$ cat config.mk
export PLATFORM = sky130hd
export DESIGN_NAME = serial_add_sub_flat
export DESIGN_NICKNAME = d
export VERILOG_FILES = /design/src/rtl/serial_add_sub_if.sv /design/src/rtl/serial_add_sub.sv /design/src/flat_wrapper.sv
export SDC_FILE = /design/constraint.sdc
export NUM_CORES = 1
export LEC_CHECK = 0
export CAP_MARGIN = 20
export CORE_UTILIZATION = 50
export DETAILED_ROUTE_END_ITERATION = 12
export GPL_TIMING_DRIVEN = 0
export HOLD_SLACK_MARGIN = 0.02
export PLACE_DENSITY = 0.78
export SETUP_SLACK_MARGIN = 0.4
export SLEW_MARGIN = 10
export SYNTH_ARGS = -nofsm -noshare
export SYNTH_HDL_FRONTEND = slang
export SYNTH_SLANG_ARGS = --single-unit
$ cat constraint.sdc
create_clock -name clk -period 2.4 [get_ports clk]
set_clock_uncertainty 0.1 [all_clocks]
set_input_delay 0.72 -clock clk [delete_from_list [all_inputs] [get_ports clk]]
set_output_delay 0.72 -clock clk [all_outputs]
set_load 0.01 [all_outputs]
$ cat src/rtl/serial_add_sub_if.sv
// Start/busy/done request-and-result bundle for serial_add_sub.
// The master issues operands; the slave returns the result and status.
interface serial_add_sub_if #(
   parameter int unsigned WIDTH = 8
);
   logic             start;
   logic             Op;
   logic [WIDTH-1:0] a;
   logic [WIDTH-1:0] b;
   logic             busy;
   logic             done;
   logic [WIDTH-1:0] sum;
   logic             cout;
   logic             ovf;

   modport master (
      output start, Op, a, b,
      input  busy, done, sum, cout, ovf
   );

   modport slave (
      input  start, Op, a, b,
      output busy, done, sum, cout, ovf
   );
endinterface

$ cat src/rtl/serial_add_sub.sv
// Multi-cycle adder/subtractor: BITS_PER_CYCLE bits per clock, LSB slice first.
// Optional: define SERIAL_ADDSUB_SAT_EN to saturate sum on signed overflow.
module serial_add_sub #(
   parameter int unsigned WIDTH          = 8,
   parameter int unsigned BITS_PER_CYCLE = 1
) (
   input  logic            clk,
   input  logic            rst,
   serial_add_sub_if.slave bus
);
   localparam int unsigned BPC   = BITS_PER_CYCLE;
   localparam int unsigned SW    = BPC + 1;
   localparam int unsigned N     = WIDTH / BPC;
   localparam int unsigned CNT_W = (N > 1) ? $clog2(N) : 1;

   generate
      if ((WIDTH < 2) || (BPC == 0) || ((WIDTH % BPC) != 0)) begin : g_bad_cfg
         $error("serial_add_sub: BITS_PER_CYCLE must divide WIDTH and WIDTH must be >= 2");
      end
   endgenerate

   typedef enum logic [1:0] {
      S_IDLE = 2'd0,
      S_RUN  = 2'd1,
      S_DONE = 2'd2
   } state_e;

   state_e             state_q, state_d;
   logic [WIDTH-1:0]   a_q, a_d;
   logic [WIDTH-1:0]   b_q, b_d;
   logic               carry_q, carry_d;
   logic [CNT_W-1:0]   cnt_q, cnt_d;
   logic [WIDTH-1:0]   res_q, res_d;
   logic               busy_q, busy_d;
   logic               done_q, done_d;
   logic [WIDTH-1:0]   sum_q, sum_d;
   logic               cout_q, cout_d;
   logic               ovf_q, ovf_d;

   logic [BPC-1:0]     a_sl_c;
   logic [BPC-1:0]     b_sl_c;
   logic [SW-1:0]      slice_c;
   logic [WIDTH-1:0]   res_ins_c;
   logic               msb_cin_c;
   logic               ovf_c;
   logic [WIDTH-1:0]   fin_sum_c;

`ifdef SERIAL_ADDSUB_SAT_EN
   logic               a_msb_q, a_msb_d;
   logic [WIDTH-1:0]   sat_c;
`endif

   // Current slice sits in the low bits of the shifting operand registers
   always_comb begin
      a_sl_c    = a_q[BPC-1:0];
      b_sl_c    = b_q[BPC-1:0];
      slice_c   = SW'(a_sl_c) + SW'(b_sl_c) + SW'(carry_q);
      res_ins_c = (res_q >> BPC) | (WIDTH'(slice_c[BPC-1:0]) << (WIDTH - BPC));
      // On the last slice its top bit is the MSB, so the carry into it is recoverable
      msb_cin_c = slice_c[BPC-1] ^ a_sl_c[BPC-1] ^ b_sl_c[BPC-1];
      ovf_c     = slice_c[BPC] ^ msb_cin_c;
`ifdef SERIAL_ADDSUB_SAT_EN
      sat_c     = a_msb_q ? {1'b1, {(WIDTH-1){1'b0}}} : {1'b0, {(WIDTH-1){1'b1}}};
      fin_sum_c = ovf_c ? sat_c : res_ins_c;
`else
      fin_sum_c = res_ins_c;
`endif
   end

   // Next-state and datapath update
   always_comb begin
      state_d = state_q;
      a_d     = a_q;
      b_d     = b_q;
      carry_d = carry_q;
      cnt_d   = cnt_q;
      res_d   = res_q;
      busy_d  = 1'b0;
      done_d  = 1'b0;
      sum_d   = sum_q;
      cout_d  = cout_q;
      ovf_d   = ovf_q;
`ifdef SERIAL_ADDSUB_SAT_EN
      a_msb_d = a_msb_q;
`endif
      case (state_q)
         S_IDLE, S_DONE: begin
            if (bus.start) begin
               state_d = S_RUN;
               a_d     = bus.a;
               b_d     = bus.b ^ {WIDTH{bus.Op}};
               carry_d = bus.Op;
               cnt_d   = '0;
               busy_d  = 1'b1;
`ifdef SERIAL_ADDSUB_SAT_EN
               a_msb_d = bus.a[WIDTH-1];
`endif
            end else begin
               state_d = S_IDLE;
            end
         end
         S_RUN: begin
            a_d     = a_q >> BPC;
            b_d     = b_q >> BPC;
            carry_d = slice_c[BPC];
            res_d   = res_ins_c;
            cnt_d   = cnt_q + CNT_W'(1);
            if (cnt_q == CNT_W'(N - 1)) begin
               state_d = S_DONE;
               done_d  = 1'b1;
               sum_d   = fin_sum_c;
               cout_d  = slice_c[BPC];
               ovf_d   = ovf_c;
            end else begin
               busy_d  = 1'b1;
            end
         end
         default: state_d = S_IDLE;
      endcase
   end

   always_ff @(posedge clk) begin
      if (rst) begin
         state_q <= S_IDLE;
         a_q     <= '0;
         b_q     <= '0;
         carry_q <= 1'b0;
         cnt_q   <= '0;
         res_q   <= '0;
         busy_q  <= 1'b0;
         done_q  <= 1'b0;
         sum_q   <= '0;
         cout_q  <= 1'b0;
         ovf_q   <= 1'b0;
`ifdef SERIAL_ADDSUB_SAT_EN
         a_msb_q <= 1'b0;
`endif
      end else begin
         state_q <= state_d;
         a_q     <= a_d;
         b_q     <= b_d;
         carry_q <= carry_d;
         cnt_q   <= cnt_d;
         res_q   <= res_d;
         busy_q  <= busy_d;
         done_q  <= done_d;
         sum_q   <= sum_d;
         cout_q  <= cout_d;
         ovf_q   <= ovf_d;
`ifdef SERIAL_ADDSUB_SAT_EN
         a_msb_q <= a_msb_d;
`endif
      end
   end

   assign bus.busy = busy_q;
   assign bus.done = done_q;
   assign bus.sum  = sum_q;
   assign bus.cout = cout_q;
   assign bus.ovf  = ovf_q;

endmodule
$ cat src/flat_wrapper.sv
// flat-port wrapper written by rule: the top's interface ports become plain ports
module serial_add_sub_flat 
#(
   parameter int unsigned WIDTH          = 8,
   parameter int unsigned BITS_PER_CYCLE = 1
)
  (clk, rst, bus_start, bus_Op, bus_a, bus_b, bus_busy, bus_done, bus_sum, bus_cout, bus_ovf);
  serial_add_sub_if #(.WIDTH(WIDTH)) bus_i ();
  input  logic clk;
  input  logic rst;
  input wire logic [$bits(bus_i.start)-1:0] bus_start;
  input wire logic [$bits(bus_i.Op)-1:0] bus_Op;
  input wire logic [$bits(bus_i.a)-1:0] bus_a;
  input wire logic [$bits(bus_i.b)-1:0] bus_b;
  output wire logic [$bits(bus_i.busy)-1:0] bus_busy;
  output wire logic [$bits(bus_i.done)-1:0] bus_done;
  output wire logic [$bits(bus_i.sum)-1:0] bus_sum;
  output wire logic [$bits(bus_i.cout)-1:0] bus_cout;
  output wire logic [$bits(bus_i.ovf)-1:0] bus_ovf;
  assign bus_i.start = bus_start;
  assign bus_i.Op = bus_Op;
  assign bus_i.a = bus_a;
  assign bus_i.b = bus_b;
  assign bus_busy = bus_i.busy;
  assign bus_done = bus_i.done;
  assign bus_sum = bus_i.sum;
  assign bus_cout = bus_i.cout;
  assign bus_ovf = bus_i.ovf;
  serial_add_sub #(.WIDTH(WIDTH), .BITS_PER_CYCLE(BITS_PER_CYCLE)) u_core (.clk(clk), .rst(rst), .bus(bus_i));
endmodule
==> results.toml, run 1 <==
[status]
status = "complete, no violations"

[timing]
min_period_ps = 1790
max_freq_mhz = 560
finalHoldViolations = 0
post-route-period-util_pct = 74.4
rsz0062_at_grt = "false"
slew_headroom_pct = 67.0
report.final.slew_viol_count = 0
totalNegativeSetupSlack_ps = 0
worst-slew-pin-transition_ps = 496
setup_viol_count_final = 0

[critical_path]
setup.worst_path.class = "reg -> out"
reg2reg_from = "u_core.cnt_q[0]"
crit_family = "flip-flops"
cp.arrival_ps = 970
reg2reg_depth = 6
slowest_stage = "dfxtp_1"
cp_cell_sequence = "dlygate4sd2_1"
cpPeakStageDelay_ps = 350
reg2reg_to = "u_core.bus.sum[3]"
cp_max_fo = 2
end_kind = "output port"
critPathLaunchType = "flip-flop"
crit_buf_inv = 1
ff2ff_setup_slack_ps = 740
cp.required_ps = 1580

[drt]
drt-total-wl_mm = 3.29
dr.pass1.iters = 4
ant_nets = 0
vias_per_cell = 5.09
wire_per_inst_um = 11.9
vias = 1409
drc = 0
drtIter0Drc = 71

[yosys]
syn_area_sq_mm = 0.00176
synthTopCellsByArea = "dfxtp_1 47%, a21oi_1 10%, a22oi_2 7.8%, nand2_1 7.7%, nand3_1 5.7%"
ys_ff_latch = 41
yosysUniqueCellTypes = 23
synthCells = 194
ys_warn_count = 0
syn_avg_cell_area_sq_um = 9.05
ys_seq_area_share_pct = 46.8
yosys.area.top_type = "dfxtp_1"
synth_nets = 217
yosysTopAreaCellShare_pct = 46.8

[clock_tree]
clk_pin_slew_ps = 120
htreeDepth = 2
cts-buffers-inserted = 5
cts-root-buf = "clkbuf_4"
clock-sinks = 41
cts_resized = 12
hold_buffers = 0
clockBufferDepth = 2
cts_tree = "built"
worstSkewPairLatency_ps = 340
cts_setup_buffers = 0

[floorplan]
io-pin-count = 32
num_rows = 21
fp.dieH_um = 61.3
die-area_sq_mm = 0.00375
initial_core_util_pct = 52.6
fp.dieW_um = 61.3
core_sq_mm = 0.00334

[global_route]
grt_start_max_net_pins = 13
antenna_found_initial = 0
gr-total-overflow = 0
grt_pass1_wl_mm = 5.24
globalRouteTotalUtil_pct = 19.2
grt_pass1_vias = 1159

[placement]
gp_congestion = 0.778
place_inst = 269
port_buffers = 29
dp_hpwl_mm = 2.29

[power]
total_leakage_power_nw = 0.818
ir_drop_v = 0.000324
power_density_mw_per_mm2 = 608

[worst_hold_path]
hold_end = "u_core.bus.sum[6]"
hold-path-cell-count = 2
hold_class = "reg -> reg"
min_from = "u_core.bus.sum[6]"

[finish]
drive_gt1_share_pct = 13.9
num_antenna_cells = 0
stdcell_count = 277
syn_to_final_growth_pct = 23.0
nets = 253

[flow_run]
drv_cap = 0
-- worst max path at each step --
stage | from | to | slack [ps] | cells past startpoint
2_1_floorplan | bus_start | u_core.b_q[0] | 870 | 5
3_3_place_gp | bus_start | u_core.b_q[7] | 360 | 6
3_5_place_dp | bus_start | u_core.b_q[2] | 350 | 6
4_1_cts | u_core.bus.sum[2] | bus_sum[2] | 600 | 1
5_1_grt | u_core.bus.sum[4] | bus_sum[4] | 550 | 1
6_report | u_core.bus.sum[2] | bus_sum[2] | 610 | 1
-- Yosys cell counts (all sizes together) --
cell	number
and2b	1
a22oi	15
nand3	20
nand3b	1
o21a	1
xor2	8
buf	12
and3b	1
nor2b	1
nor2	5
xnor2	3
clkbuf	6
dfxtp	41
a21oi	36
fa	1
ha	2
nand2	36
a211oi	1
nand2b	3
-- per-layer routing --
metal	vias up	global-route usage [%]	share of wire, %
met5	-	0	0
met4	0	5.84	0
met3	0	5.04	3.7
met2	27	30.0	49
met1	651	26.0	47
li1	731	-	-
-- stage by stage --
stage | hold slack, ps | utilization, % | power [mW] | cell area (sq um) | setup WS [ps]
3_3_place_gp | 342 | 63.0 | 0.941 | 2100 | 363
4_1_cts | 362 | 64.7 | 1.32 | 2160 | 596
2_1_floorplan | 332 | - | 0.880 | 1760 | 874
3_5_place_dp | 347 | 63.0 | 0.945 | 2100 | 352
5_1_grt | 385 | 64.7 | 1.37 | 2160 | 554
6_report | 360 | 64.7 | 1.31 | 2160 | 614
-- flip-flops by register name, summed over array words and instances (netlist names) --
| signal | count |
|---|---|
| u_core.bus.ovf | 1 |
| u_core.carry_q | 1 |
| u_core.res_q | 7 |
| u_core.state_q | 2 |
| u_core.bus.busy | 1 |
| u_core.bus.done | 1 |
| u_core.b_q | 8 |
| u_core.bus.sum | 8 |
| u_core.cnt_q | 3 |
| u_core.a_q | 8 |
| u_core.bus.cout | 1 |
-- cell families after synthesis --
group,count (synthesis),share of synthesized area (%)
simple gates,68,17.3
compound gates,53,20.7
flops,41,46.8
buf+inv,18,7.20
xor+xnor,11,5.49
fa+ha+maj,3,2.57
-- power breakdown --
part	leakage (nW)	internal, mW	switching, mW	total [mW]
logic	0.443	0.0989	0.102	0.201
clock network	0.0413	0.170	0.214	0.384
registers	0.334	0.708	0.0184	0.727
total	0.818	0.977	0.335	1.31
-- layout make-up --
cell class,count,area [sq um]
fill,308,1180
sequential,41,821
multi-input combinational,135,808
timing repair buffer,29,275
buffer,18,126
clock buffer,7,65.1
tap,46,57.6
clock inverter,1,5.00
-- cells in the final DEF, fill, tap and decap left out, types with 2 or more instances in the layout --
cell type,n
ha_1,2
dfxtp_1,41
nand3_1,20
xnor2_1,3
xor2_1,8
nand2_1,36
buf_2,4
clkdlybuf4s50_1,17
clkbuf_4,5
dlygate4sd2_1,12
nand2b_1,3
a22oi_2,11
clkbuf_1,6
nor2_1,5
a22oi_1,4
a21oi_1,36
buf_6,3
buf_4,4
clkbuf_8,2
No activity file was read; power rests on OpenSTA's default activity.
==> run 2, diff against run 1 <==
Clock period 2.4 ns to 1.7 ns, I/O delays scaled along.
==> results.toml, run 2 (synthesis gave the netlist of run 1 again) <==
[finish]
final_common_cell = "nand2_1"
num_antenna_cells = 0
nFillCells = 252
final_cell_mix = "28 x nand2_1, 25 x a21oi_1, 24 x dfxtp_1"
syn_to_final_growth_pct = 40.6
final_area_sq_mm = 0.00247
drive_gt1_share_pct = 39.6
multi_input_area_sq_um = 922
ff_latch_area_sq_um = 842
stdcell_count = 286
fin_util_pct = 74.0
nets = 262

[floorplan]
initial_core_util_pct = 52.6
fp.dieW_um = 61.3
die-area_sq_mm = 0.00375
io-pin-count = 32
core_sq_mm = 0.00334
num_rows = 21
fp.dieH_um = 61.3

[clock_tree]
cts_tree = "built"
htreeDepth = 2
clk_pin_slew_ps = 120
clockBufferDepth = 2
clock-sinks = 41
hold_buffers = 0
worstSkewPairLatency_ps = 360
cts-root-buf = "clkbuf_4"
cts-buffers-inserted = 5

[power]
power_density_mw_per_mm2 = 836
finalPower_mw = 2.06
total_leakage_power_nw = 0.920
ir_drop_v = 0.000537

[critical_path]
setup.worst_path.class = "reg -> reg"
cp_max_fo = 2
critPathLaunchType = "flip-flop"
reg2reg_depth = 4
cp.arrival_ps = 1710
reg2reg_from = "u_core.b_q[0]"
cp.required_ps = 1890
cp-startpoint = "u_core.b_q[0]"
reg2reg_to = "u_core.bus.ovf"
ff2ff_setup_slack_ps = 180
end_kind = "flip-flop"

[worst_hold_path]
min_from = "rst"
hold-path-cell-count = 2
hold_class = "in -> reg"
hold_end = "u_core.bus.ovf"

[placement]
port_buffers = 29
gp_congestion = 0.782
place_inst = 269
place_ws_ps = -175
dp_hpwl_mm = 2.29
dpl_cell_area_sq_mm = 0.00212

[timing]
rsz0062_at_grt = "true"
fin_ws_ps = 182
worst-slew-pin-transition_ps = 591
max_freq_mhz = 659
report.final.slew_viol_count = 0
post-route-period-util_pct = 89.3
finalHoldViolations = 0
slew_headroom_pct = 60.6
min_period_ps = 1520
timing.hold.ws_ps = 300
totalNegativeSetupSlack_ps = 0
setup_viol_count_final = 0

[global_route]
gr-total-overflow = 0
globalRouteTotalUtil_pct = 21.4
antenna_found_initial = 0
grt_pass1_vias = 1323
grt_pass1_wl_mm = 5.80
grt_start_max_net_pins = 14

[drt]
ant_nets = 0
drc = 0
vias_per_cell = 5.30
dr.pass1.iters = 4
drtIter0Drc = 80
wire_per_inst_um = 13.6
vias = 1516
drt-total-wl_mm = 3.88

[status]
status = "complete, no violations"

[flow_run]
drv_cap = 0
[run 2: cell types whose count changed in the layout (fill, tap and decap cells not counted), moves of 4 or more]
cell	change
a21oi_2	+11
buf_4	+4
dfxtp_2	+17
buf_6	+15
a21oi_1	-11
nand2_1	-8
nand2_2	+6
dlygate4sd2_1	-11
dfxtp_1	-17
[run 2: metal layers]
| metal | up-vias | GRT usage, % | share of wire (%) |
|---|---|---|---|
| met5 | - | 0 | 0 |
| met4 | 0 | 10.4 | 2.6 |
| met3 | 9 | 3.99 | 4.1 |
| met2 | 41 | 36.3 | 50 |
| met1 | 716 | 26.2 | 44 |
| li1 | 750 | - | - |
[run 2: cell type report]
type | instances | area share [%]
sequential | 41 | 34.1
buffer | 18 | 6.49
clock buffer | 6 | 2.08
timing repair buffer | 38 | 16.1
clock inverter | 2 | 1.52
tap | 46 | 2.33
multi-input combinational | 135 | 37.4
[run 2: power by group]
part | internal, mW | leakage, nW | switching, mW
combinational | 0.191 | 0.534 | 0.163
sequential | 1.00 | 0.342 | 0.0300
clock | 0.349 | 0.0445 | 0.329
[run 2: worst max-delay path, cell delays in order (launching register included)]
cell and delay, ps:
dfxtp_2 360, fa_2 610, xnor2_2 80, xnor2_1 120
a211oi_1 180
[run 2: worst max path at each step]
stage                      to  slack, ps  depth (start not counted)
6_report       u_core.bus.ovf        180                          4
5_1_grt        u_core.bus.ovf        130                          4
4_1_cts        u_core.bus.ovf        190                          4
3_5_place_dp    u_core.b_q[3]       -170                          6
3_3_place_gp    u_core.b_q[7]       -120                          6
2_1_floorplan  u_core.bus.ovf        240                          4
[run 2: timing repair]
item,4_1_cts,5_1_grt
pin swaps,9,5
setup buffers,4,3
endpoints found under the setup margin,42,49
gates resized for setup,93,21
cloned,2,0
